<file path="config.mk">
export PLATFORM = sky130hd
export DESIGN_NAME = q3_vec_sequencer_flat
export DESIGN_NICKNAME = d
export VERILOG_FILES = /design/src/rtl/q3_vec_sequencer_if.sv /design/src/rtl/q3_vec_sequencer.sv /design/src/flat_wrapper.sv
export SDC_FILE = /design/constraint.sdc
export NUM_CORES = 1
export LEC_CHECK = 0
export CELL_PAD_IN_SITES_DETAIL_PLACEMENT = 0
export CELL_PAD_IN_SITES_GLOBAL_PLACEMENT = 2
export CORE_ASPECT_RATIO = 1.1
export CORE_MARGIN = 2
export CORE_UTILIZATION = 26
export DETAILED_ROUTE_END_ITERATION = 12
export PLACE_DENSITY = 0.82
export SYNTH_ARGS = -nofsm -noshare
export SYNTH_HDL_FRONTEND = slang
export SYNTH_SLANG_ARGS = --single-unit
</file>
<file path="constraint.sdc">
create_clock -name clk -period 1.7 [get_ports clk]
set_input_delay 0.17 -clock clk [delete_from_list [all_inputs] [get_ports clk]]
set_output_delay 0.17 -clock clk [all_outputs]
set_load 0.02 [all_outputs]
</file>
<file path="src/rtl/q3_vec_sequencer_if.sv">
// q3 sequencer bus: stimulus out, model responses in, sweep results out.
interface q3_vec_sequencer_if;
  logic        start;
  logic        abort;
  logic        x;
  logic        y;
  logic        z;
  logic        m;
  logic        s_in;
  logic        p_in;
  logic        l_in;
  logic        busy;
  logic        done;
  logic        pass;
  logic [4:0]  err_cnt;
  logic [3:0]  first_err_vec;
  logic [15:0] p_map;

  modport master (
    output start, abort, s_in, p_in, l_in,
    input  x, y, z, m, busy, done, pass,
    input  err_cnt, first_err_vec, p_map
  );

  modport slave (
    input  start, abort, s_in, p_in, l_in,
    output x, y, z, m, busy, done, pass,
    output err_cnt, first_err_vec, p_map
  );
endinterface

</file>
<file path="src/rtl/q3_vec_sequencer.sv">
// Exhaustive 16-vector sweep of the q3 models with settle delay,
// mismatch counting and p-output capture.
module q3_vec_sequencer #(
  parameter int unsigned SETTLE = 2
) (
  input logic               clk,
  input logic               rst,
  q3_vec_sequencer_if.slave bus
);

  typedef enum logic [1:0] {
    IDLE,
    WAIT,
    CHECK,
    DONE
  } state_t;

  localparam logic [3:0] SLAST = 4'(SETTLE - 1);

  state_t      state;
  state_t      next;
  logic [3:0]  vec;
  logic [3:0]  scnt;
  logic [4:0]  err_q;
  logic [3:0]  first_q;
  logic [15:0] pmap_q;
  logic        busy_q;
  logic        done_q;
  logic        pass_q;
  logic        mism;
  logic [4:0]  err_nxt;

  // Case inequality so an X/Z on either model output is a mismatch.
  assign mism    = (bus.l_in !== bus.s_in);
  assign err_nxt = err_q + 5'(mism);

  always_comb begin
    next = state;
    unique case (state)
      IDLE:  if (bus.start) next = WAIT;
      WAIT: begin
        if (bus.abort)        next = IDLE;
        else if (scnt == SLAST) next = CHECK;
      end
      CHECK: begin
        if (bus.abort)        next = IDLE;
        else if (vec == 4'hF) next = DONE;
        else                  next = WAIT;
      end
      DONE:  next = IDLE;
      default: next = IDLE;
    endcase
  end

  always_ff @(posedge clk) begin
    if (rst) state <= IDLE;
    else     state <= next;
  end

  always_ff @(posedge clk) begin
    if (rst) begin
      vec     <= '0;
      scnt    <= '0;
      err_q   <= '0;
      first_q <= '0;
      pmap_q  <= '0;
      busy_q  <= 1'b0;
      done_q  <= 1'b0;
      pass_q  <= 1'b0;
    end else begin
      busy_q <= (next == WAIT) || (next == CHECK);
      done_q <= (next == DONE);
      unique case (state)
        IDLE: begin
          if (bus.start) begin
            vec     <= '0;
            scnt    <= '0;
            err_q   <= '0;
            first_q <= '0;
            pmap_q  <= '0;
            pass_q  <= 1'b0;
          end
        end
        WAIT: begin
          if (bus.abort) pass_q <= 1'b0;
          else           scnt   <= scnt + 4'd1;
        end
        CHECK: begin
          if (bus.abort) begin
            pass_q <= 1'b0;
          end else begin
            err_q <= err_nxt;
            if (mism && err_q == 5'd0)
              first_q <= vec;
            pmap_q[vec] <= bus.p_in;
            if (vec == 4'hF) begin
              pass_q <= (err_nxt == 5'd0);
            end else begin
              vec  <= vec + 4'd1;
              scnt <= '0;
            end
          end
        end
        DONE: pass_q <= (err_q == 5'd0);
        default: ;
      endcase
    end
  end

  assign bus.x             = vec[3];
  assign bus.y             = vec[2];
  assign bus.z             = vec[1];
  assign bus.m             = vec[0];
  assign bus.busy          = busy_q;
  assign bus.done          = done_q;
  assign bus.pass          = pass_q;
  assign bus.err_cnt       = err_q;
  assign bus.first_err_vec = first_q;
  assign bus.p_map         = pmap_q;

endmodule

</file>
<file path="src/flat_wrapper.sv">
// flat-port wrapper written by rule: the top's interface ports become plain ports
module q3_vec_sequencer_flat 
#(
  parameter int unsigned SETTLE = 2
)
  (clk, rst, bus_start, bus_abort, bus_s_in, bus_p_in, bus_l_in, bus_x, bus_y, bus_z, bus_m, bus_busy, bus_done, bus_pass, bus_err_cnt, bus_first_err_vec, bus_p_map);
  q3_vec_sequencer_if bus_i ();
  input logic clk;
  input logic rst;
  input wire logic [$bits(bus_i.start)-1:0] bus_start;
  input wire logic [$bits(bus_i.abort)-1:0] bus_abort;
  input wire logic [$bits(bus_i.s_in)-1:0] bus_s_in;
  input wire logic [$bits(bus_i.p_in)-1:0] bus_p_in;
  input wire logic [$bits(bus_i.l_in)-1:0] bus_l_in;
  output wire logic [$bits(bus_i.x)-1:0] bus_x;
  output wire logic [$bits(bus_i.y)-1:0] bus_y;
  output wire logic [$bits(bus_i.z)-1:0] bus_z;
  output wire logic [$bits(bus_i.m)-1:0] bus_m;
  output wire logic [$bits(bus_i.busy)-1:0] bus_busy;
  output wire logic [$bits(bus_i.done)-1:0] bus_done;
  output wire logic [$bits(bus_i.pass)-1:0] bus_pass;
  output wire logic [$bits(bus_i.err_cnt)-1:0] bus_err_cnt;
  output wire logic [$bits(bus_i.first_err_vec)-1:0] bus_first_err_vec;
  output wire logic [$bits(bus_i.p_map)-1:0] bus_p_map;
  assign bus_i.start = bus_start;
  assign bus_i.abort = bus_abort;
  assign bus_i.s_in = bus_s_in;
  assign bus_i.p_in = bus_p_in;
  assign bus_i.l_in = bus_l_in;
  assign bus_x = bus_i.x;
  assign bus_y = bus_i.y;
  assign bus_z = bus_i.z;
  assign bus_m = bus_i.m;
  assign bus_busy = bus_i.busy;
  assign bus_done = bus_i.done;
  assign bus_pass = bus_i.pass;
  assign bus_err_cnt = bus_i.err_cnt;
  assign bus_first_err_vec = bus_i.first_err_vec;
  assign bus_p_map = bus_i.p_map;
  q3_vec_sequencer #(.SETTLE(SETTLE)) u_core (.clk(clk), .rst(rst), .bus(bus_i));
endmodule
</file>
==> run metrics, run 1 <==
status finished with violations; failing checks setup timing; 1st-pass router iterations 4; Syn Area/Cell 8.04 um^2; CTS tree yes; Synth warnings 0; Crit Path Class register to register; largest area contributor in the netlist dfxtp_1; WP data required 1930 ps; WL/cell 13.8 um; worst-case clock buffer depth 2; Power per Cell Area 625 nW/um^2; minimum clock period 1860 ps; share of post-route cells with drive strength above 1 19.3%; commonest non-fill, non-tap cells in the layout a21oi_1 (41), clkdlybuf4s50_1 (36), buf_4 (33), dfxtp_1 (33), o21ai_0 (26); clk slew on worst S/H paths 80 ps; max_slew headroom 77.3%; DR WL met3 215 um; Post-Synthesis Cells 232; Crit-path slowest cell or4_4; total global-route track usage 13.6%; Distinct cells, synth 35; worst skew pair latency 290 ps; placed cell area 2530 um^2; Mapped Area 1860 um^2; worst-path fanout max 5; Row Count 32; vias 1883; Finish-stage setup viols 5; Slew @ Worst Pin 341 ps; top cells by area, synth dfxtp_1 (41%), a21oi_1 (11%), o21ai_0 (7.2%); drt total wl 5230 um; Clock Skew 4.36 ps; unrepaired setup endpoints after global routing yes; Met2 Routed Length 2550 um; routed vias/inst 4.96; Met1 Wirelength 2400 um; # H-tree levels 2; DIE WIDTH 84.7 um; largest net degree at the start of global routing 40; crit-path cells or4_4, o31a_1, or4b_1, a21oi_2; Die Height 92.8 um; initial antenna violation count 0; Layout area overhead 45.5%; # clock sinks 38; number of CTS-inserted buffers 5; DRC Markers 0; static leakage 0.995 nW; Final Cycle Share 110%; gpl congestion 0.782; critical path endpoint category register; Max stage delay on crit path 530 ps; Max Cap Viol 0; R2R depth 4; Placed Instances 368; Layout Cells excl Fill 380; register area share after synthesis 40.8%; design area 2710 um^2; #FFs+latches synth 38; Die Area 7860 um^2; most common cell after layout, fill and taps aside a21oi_1; Slew Viols, Final 0; overall power 1.70 mW; GR Overflow Total 0; cts hold-fix bufs 0; CORE AREA 6970 um^2; Starting Density 26.8%; post-synth top area share 40.8%; peak supply drop 376 uV; Detail Route Antenna Nets 0; min-delay worst type register to register; CTS root buffer clkbuf_8; vias in the first global route 1820; startpoint types register; f_max 536 MHz; Hold Violations, Final 0; final net count 310; hold path cells 2; crit path DAT 2100 ps; # IOs 39; pre-CTS setup slack -485 ps; syn_nets 248; DRT iter0 DRCs 59; flop2flop setup slack -160 ps; ANT cells 0; worst setup margin -165 ps; top routing layer used met4; Detailed Place HPWL 3660 um; global-route wire length before repair 8650 um; Port-buffer cells 38
-- registers in the layout (all words and copies together) (netlist names) --
signal and flops:
u_core.vec 4, u_core.bus.err_cnt 5, u_core.bus.done 1, u_core.bus.pass 1
u_core.bus.first_err_vec 4, u_core.bus.busy 1, u_core.scnt 4, u_core.state 2
u_core.bus.p_map 16
-- routing by layer --
layer | track usage [%] | vias to the layer above
met1 | 16.4 | 895
met3 | 3.12 | 6
met5 | 0 | -
met4 | 3.97 | 0
li1 | - | 942
met2 | 24.0 | 40
-- kinds of logic after synthesis --
kind of cell             count (synthesis)  share of synthesized area [%]
buffers and inverters                   23                           4.83
AO/OA/AOI/OAI                           81                           23.5
adder cells (fa/ha/maj)                  9                           6.04
AND/OR/NAND/NOR                         75                           22.0
flip-flops                              38                           40.8
XOR/XNOR                                 6                           2.82
-- timing repair --
item,4_1_cts,5_1_grt
resized for setup,6,8
pin swaps,8,3
endpoints found under the hold margin,0,0
setup endpoints to repair,5,5
setup buffers,2,2
-- synthesized netlist by cell type (all sizes together) --
| library cell | count |
|---|---|
| a21oi | 42 |
| dfxtp | 38 |
| o21ai | 27 |
| nand2 | 21 |
| clkbuf | 15 |
| nor2 | 10 |
| ha | 9 |
| nand3 | 8 |
| nor2b | 6 |
| and3 | 5 |
| inv | 5 |
| nand2b | 4 |
| or4 | 4 |
| xnor2 | 4 |
| a31oi | 3 |
| buf | 3 |
| nand4b | 3 |
| nor3b | 3 |
| a22oi | 2 |
| nand4 | 2 |
| nor3 | 2 |
| or3 | 2 |
| or4b | 2 |
| xor2 | 2 |
| a211o | 1 |
| a21o | 1 |
| a22o | 1 |
| a32oi | 1 |
| and4 | 1 |
| nand3b | 1 |
| o211ai | 1 |
| o221ai | 1 |
| o31a | 1 |
| or2 | 1 |
-- through the flow --
step | utilization, % | TNS [ps] | hold WS, ps
4_1_cts | 38.2 | -581 | 480
5_1_grt | 38.9 | -968 | 494
3_3_place_gp | 36.4 | -1300 | 462
3_5_place_dp | 36.4 | -1550 | 471
2_1_floorplan | - | -502 | 322
6_report | 38.9 | -630 | 475
-- worst max-delay path: cells and delay by family (launching register included) --
kind / cells / cell delay [ps]
AND/OR/NAND/NOR: 2 / 1030
flip-flops: 1 / 340
AO/OA/AOI/OAI: 2 / 440
-- worst paths after layout --
path	start	to
max	u_core.bus.err_cnt[0]	u_core.bus.first_err_vec[3]
min	u_core.bus.p_map[4]	u_core.bus.p_map[4]
max reg2reg	u_core.bus.err_cnt[0]	u_core.bus.first_err_vec[3]
min reg2reg	u_core.bus.p_map[4]	u_core.bus.p_map[4]
-- layout make-up --
cell class | count | area [um^2]
fillers | 765 | 4250
multi-input cells | 171 | 1070
flip-flops and latches | 38 | 769
repair buffers | 73 | 657
well taps | 85 | 106
clock buffers | 7 | 86.3
inverters | 5 | 18.8
clock inverters | 1 | 5.00
-- report_power, final --
| group | total, mW | leakage, nW | internal [mW] | switching, mW |
|---|---|---|---|---|
| registers | 0.896 | 0.309 | 0.893 | 0.00337 |
| clock network | 0.658 | 0.0482 | 0.328 | 0.330 |
| logic | 0.142 | 0.637 | 0.0670 | 0.0747 |
| total | 1.70 | 0.995 | 1.29 | 0.408 |
Power figures use the tool's default switching activity.
==> run 2, diff against run 1 <==
Settings changed: PLACE_DENSITY 0.82 to unset, PLACE_DENSITY_LB_ADDON set to 0.1.
==> run 2 against run 1 <==
The flow still finishes with violations (setup timing). Fmax shrank 0.23%. Clock-buffer cell count is the same. First-iteration DRC count grew 80%. Power grew 1.0%. Hold slack gained 0.78 ps. Global-route usage grew 1.8 points. Cell count grew 1.3%. Combinational power grew 6%. Routed wire length grew 9.5%. Sequential power is essentially flat. Non-clock buffer count grew 5. Register-to-register slack is essentially flat.
==> run metrics, run 2 (synthesis gave the netlist of run 1 again) <==
Power per Cell Area 630 nW/um^2 (+0.75%); R2R Path End u_core.bus.first_err_vec[3]; Layout area overhead 45.9%; Starting Density 26.8% (unchanged); DRT iter0 DRCs 106 (+80%); status finished with violations; drt total wl 5730 um (+9.5%); ANT cells 0 (unchanged); Crit-path slowest cell or4_4; clk slew on worst S/H paths 80 ps (about the same); vias in the first global route 1874 (+3.0%); Hold Violations, Final 0 (unchanged); critical path endpoint category register; Row Count 32 (unchanged); cts hold-fix bufs 0 (unchanged); Die Height 92.8 um (unchanged); number of CTS-inserted buffers 5 (unchanged); initial antenna violation count 0 (unchanged); peak supply drop 320 uV (-15%); WL/cell 14.9 um (+8.1%); 1st-pass router iterations 4 (unchanged); failing checks setup timing; Sw Ratio 24.5% (+0.41 points); unrepaired setup endpoints after global routing yes; P_int 1.29 mW (+0.48%); minimum clock period 1870 ps (+4.34 ps); Seq pwr share 52.4% (-0.5 points); startpoint types register; Comb pwr share 8.8% (+0.4 points); most common cell after layout, fill and taps aside a21oi_1; largest net degree at the start of global routing 17 (-57%); static leakage 1.01 nW (+1.7%); CORE AREA 6970 um^2 (unchanged); commonest non-fill, non-tap cells in the layout a21oi_1 (42), buf_4 (40), clkdlybuf4s50_1 (36), dfxtp_1 (31), o21ai_0 (27); Clock Skew 6.75 ps (+2.39 ps); vias 1888 (+0.27%); Detailed Place HPWL 4130 um (+13%); routed vias/inst 4.90 (-1.0%); # IOs 39 (unchanged); start of the worst register-to-register path u_core.bus.err_cnt[0]; Detail Route Antenna Nets 0 (unchanged); # clock sinks 38 (unchanged); Final Cycle Share 110% (+0.26 points); final net count 315 (+1.6%); hold endpoint u_core.bus.p_map[1]; R2R depth 4 (unchanged); share of post-route cells with drive strength above 1 20.0% (+0.68 points); GR Overflow Total 0 (unchanged); total global-route track usage 15.4% (+1.8 points); global-route wire length before repair 9640 um (+11%); worst setup margin -169 ps (-4.34 ps); worst-path fanout max 5 (unchanged); Max Cap Viol 0 (unchanged); Slew @ Worst Pin 341 ps (+0.605 ps); Max stage delay on crit path 540 ps (about the same); overall power 1.71 mW (+1.0%); Worst setup startpoint u_core.bus.err_cnt[0]; gpl congestion 0.710 (-9.2%); DIE WIDTH 84.7 um (unchanged); Finish-stage setup viols 5 (unchanged); Port-buffer cells 38 (unchanged); CTS tree yes; flop2flop setup slack -170 ps (about the same); worst-case clock buffer depth 2 (unchanged); Crit Path Class register to register; WP data required 1920 ps (about the same); max_slew headroom 77.0% (-0.28 points); hold path cells 2 (unchanged); # H-tree levels 2 (unchanged); crit-path cells or4_4, o31a_1, or4b_1, a21oi_1; Die Area 7860 um^2 (unchanged); crit path DAT 2090 ps (about the same); Clk pwr share 38.8% (about the same); Psw 0.419 mW (+2.7%); DRC Markers 0 (unchanged); worst skew pair latency 290 ps (about the same); Fillers 764 (-0.13%); setup TNS -556 ps (+73.9 ps); min-delay worst type register to register; Slew Viols, Final 0 (unchanged); CTS root buffer clkbuf_8; max reg flops 16 (unchanged); Hold Startpoint u_core.bus.p_map[1]; f_max 535 MHz (-0.23%)
## run 2: what timing repair did
action	CTS	global route
resized for setup	7	3
pin swaps	8	0
hold endpoints to repair	0	0
setup endpoints to repair	5	15
buffers inserted	2	0
## run 2: power by group through the flow
stage	logic [mW]	registers, mW	clock network (mW)
3_5_place_dp	0.146	0.918	0
5_1_grt	0.168	0.898	0.723
4_1_cts	0.151	0.897	0.685
3_3_place_gp	0.148	0.918	0
2_1_floorplan	0.0591	0.919	0
6_report	0.151	0.897	0.664
## run 2: metal layers
metal | vias up | track usage [%] | part of all wire (%)
met5 | - | 0 | 0
li1 | 957 | - | -
met3 | 2 | 3.12 | 2.9
met1 | 902 | 20.0 | 48
met4 | 0 | 4.37 | 0.65
met2 | 27 | 25.7 | 48
## run 2: per-stage QoR
stage / instance area, um^2 / instances / util [%] / setup slack (ps) / hold slack, ps
finish: 2720 / 385 / 39.0 / -169 / 476
global route: 2720 / 385 / 39.0 / -250 / 489
CTS: 2710 / 385 / 38.9 / -182 / 479
detailed placement: 2570 / 375 / 36.9 / -518 / 467
global placement: 2570 / 375 / 36.9 / -448 / 458
floorplan: 1870 / 232 / - / -159 / 322
## run 2: final cells by class
class,instances,area (um^2),share of cell area (%)
Multi-Input combinational cell,171,1050,38.7
Sequential cell,38,772,28.4
Timing Repair Buffer,78,678,24.9
Tap cell,85,106,3.91
Clock buffer,7,86.3,3.17
Inverter,5,18.8,0.690
Clock inverter,1,5.00,0.184
## run 2: how the worst max path moves through the flow
| stage | to | cells past startpoint |
|---|---|---|
| after floorplan | u_core.bus.first_err_vec[2] | 4 |
| after global placement | u_core.bus.pass | 9 |
| after detailed placement | u_core.bus.pass | 9 |
| after CTS | u_core.bus.first_err_vec[3] | 4 |
| after global routing | u_core.bus.first_err_vec[2] | 4 |
| final | u_core.bus.first_err_vec[3] | 4 |
## run 2: critical path: cells and delay by family (launching register included)
family	cells	cell delay, ps
AOI/OAI and AO/OA	2	440
and+or+nand+nor	2	1020
DFF	1	340
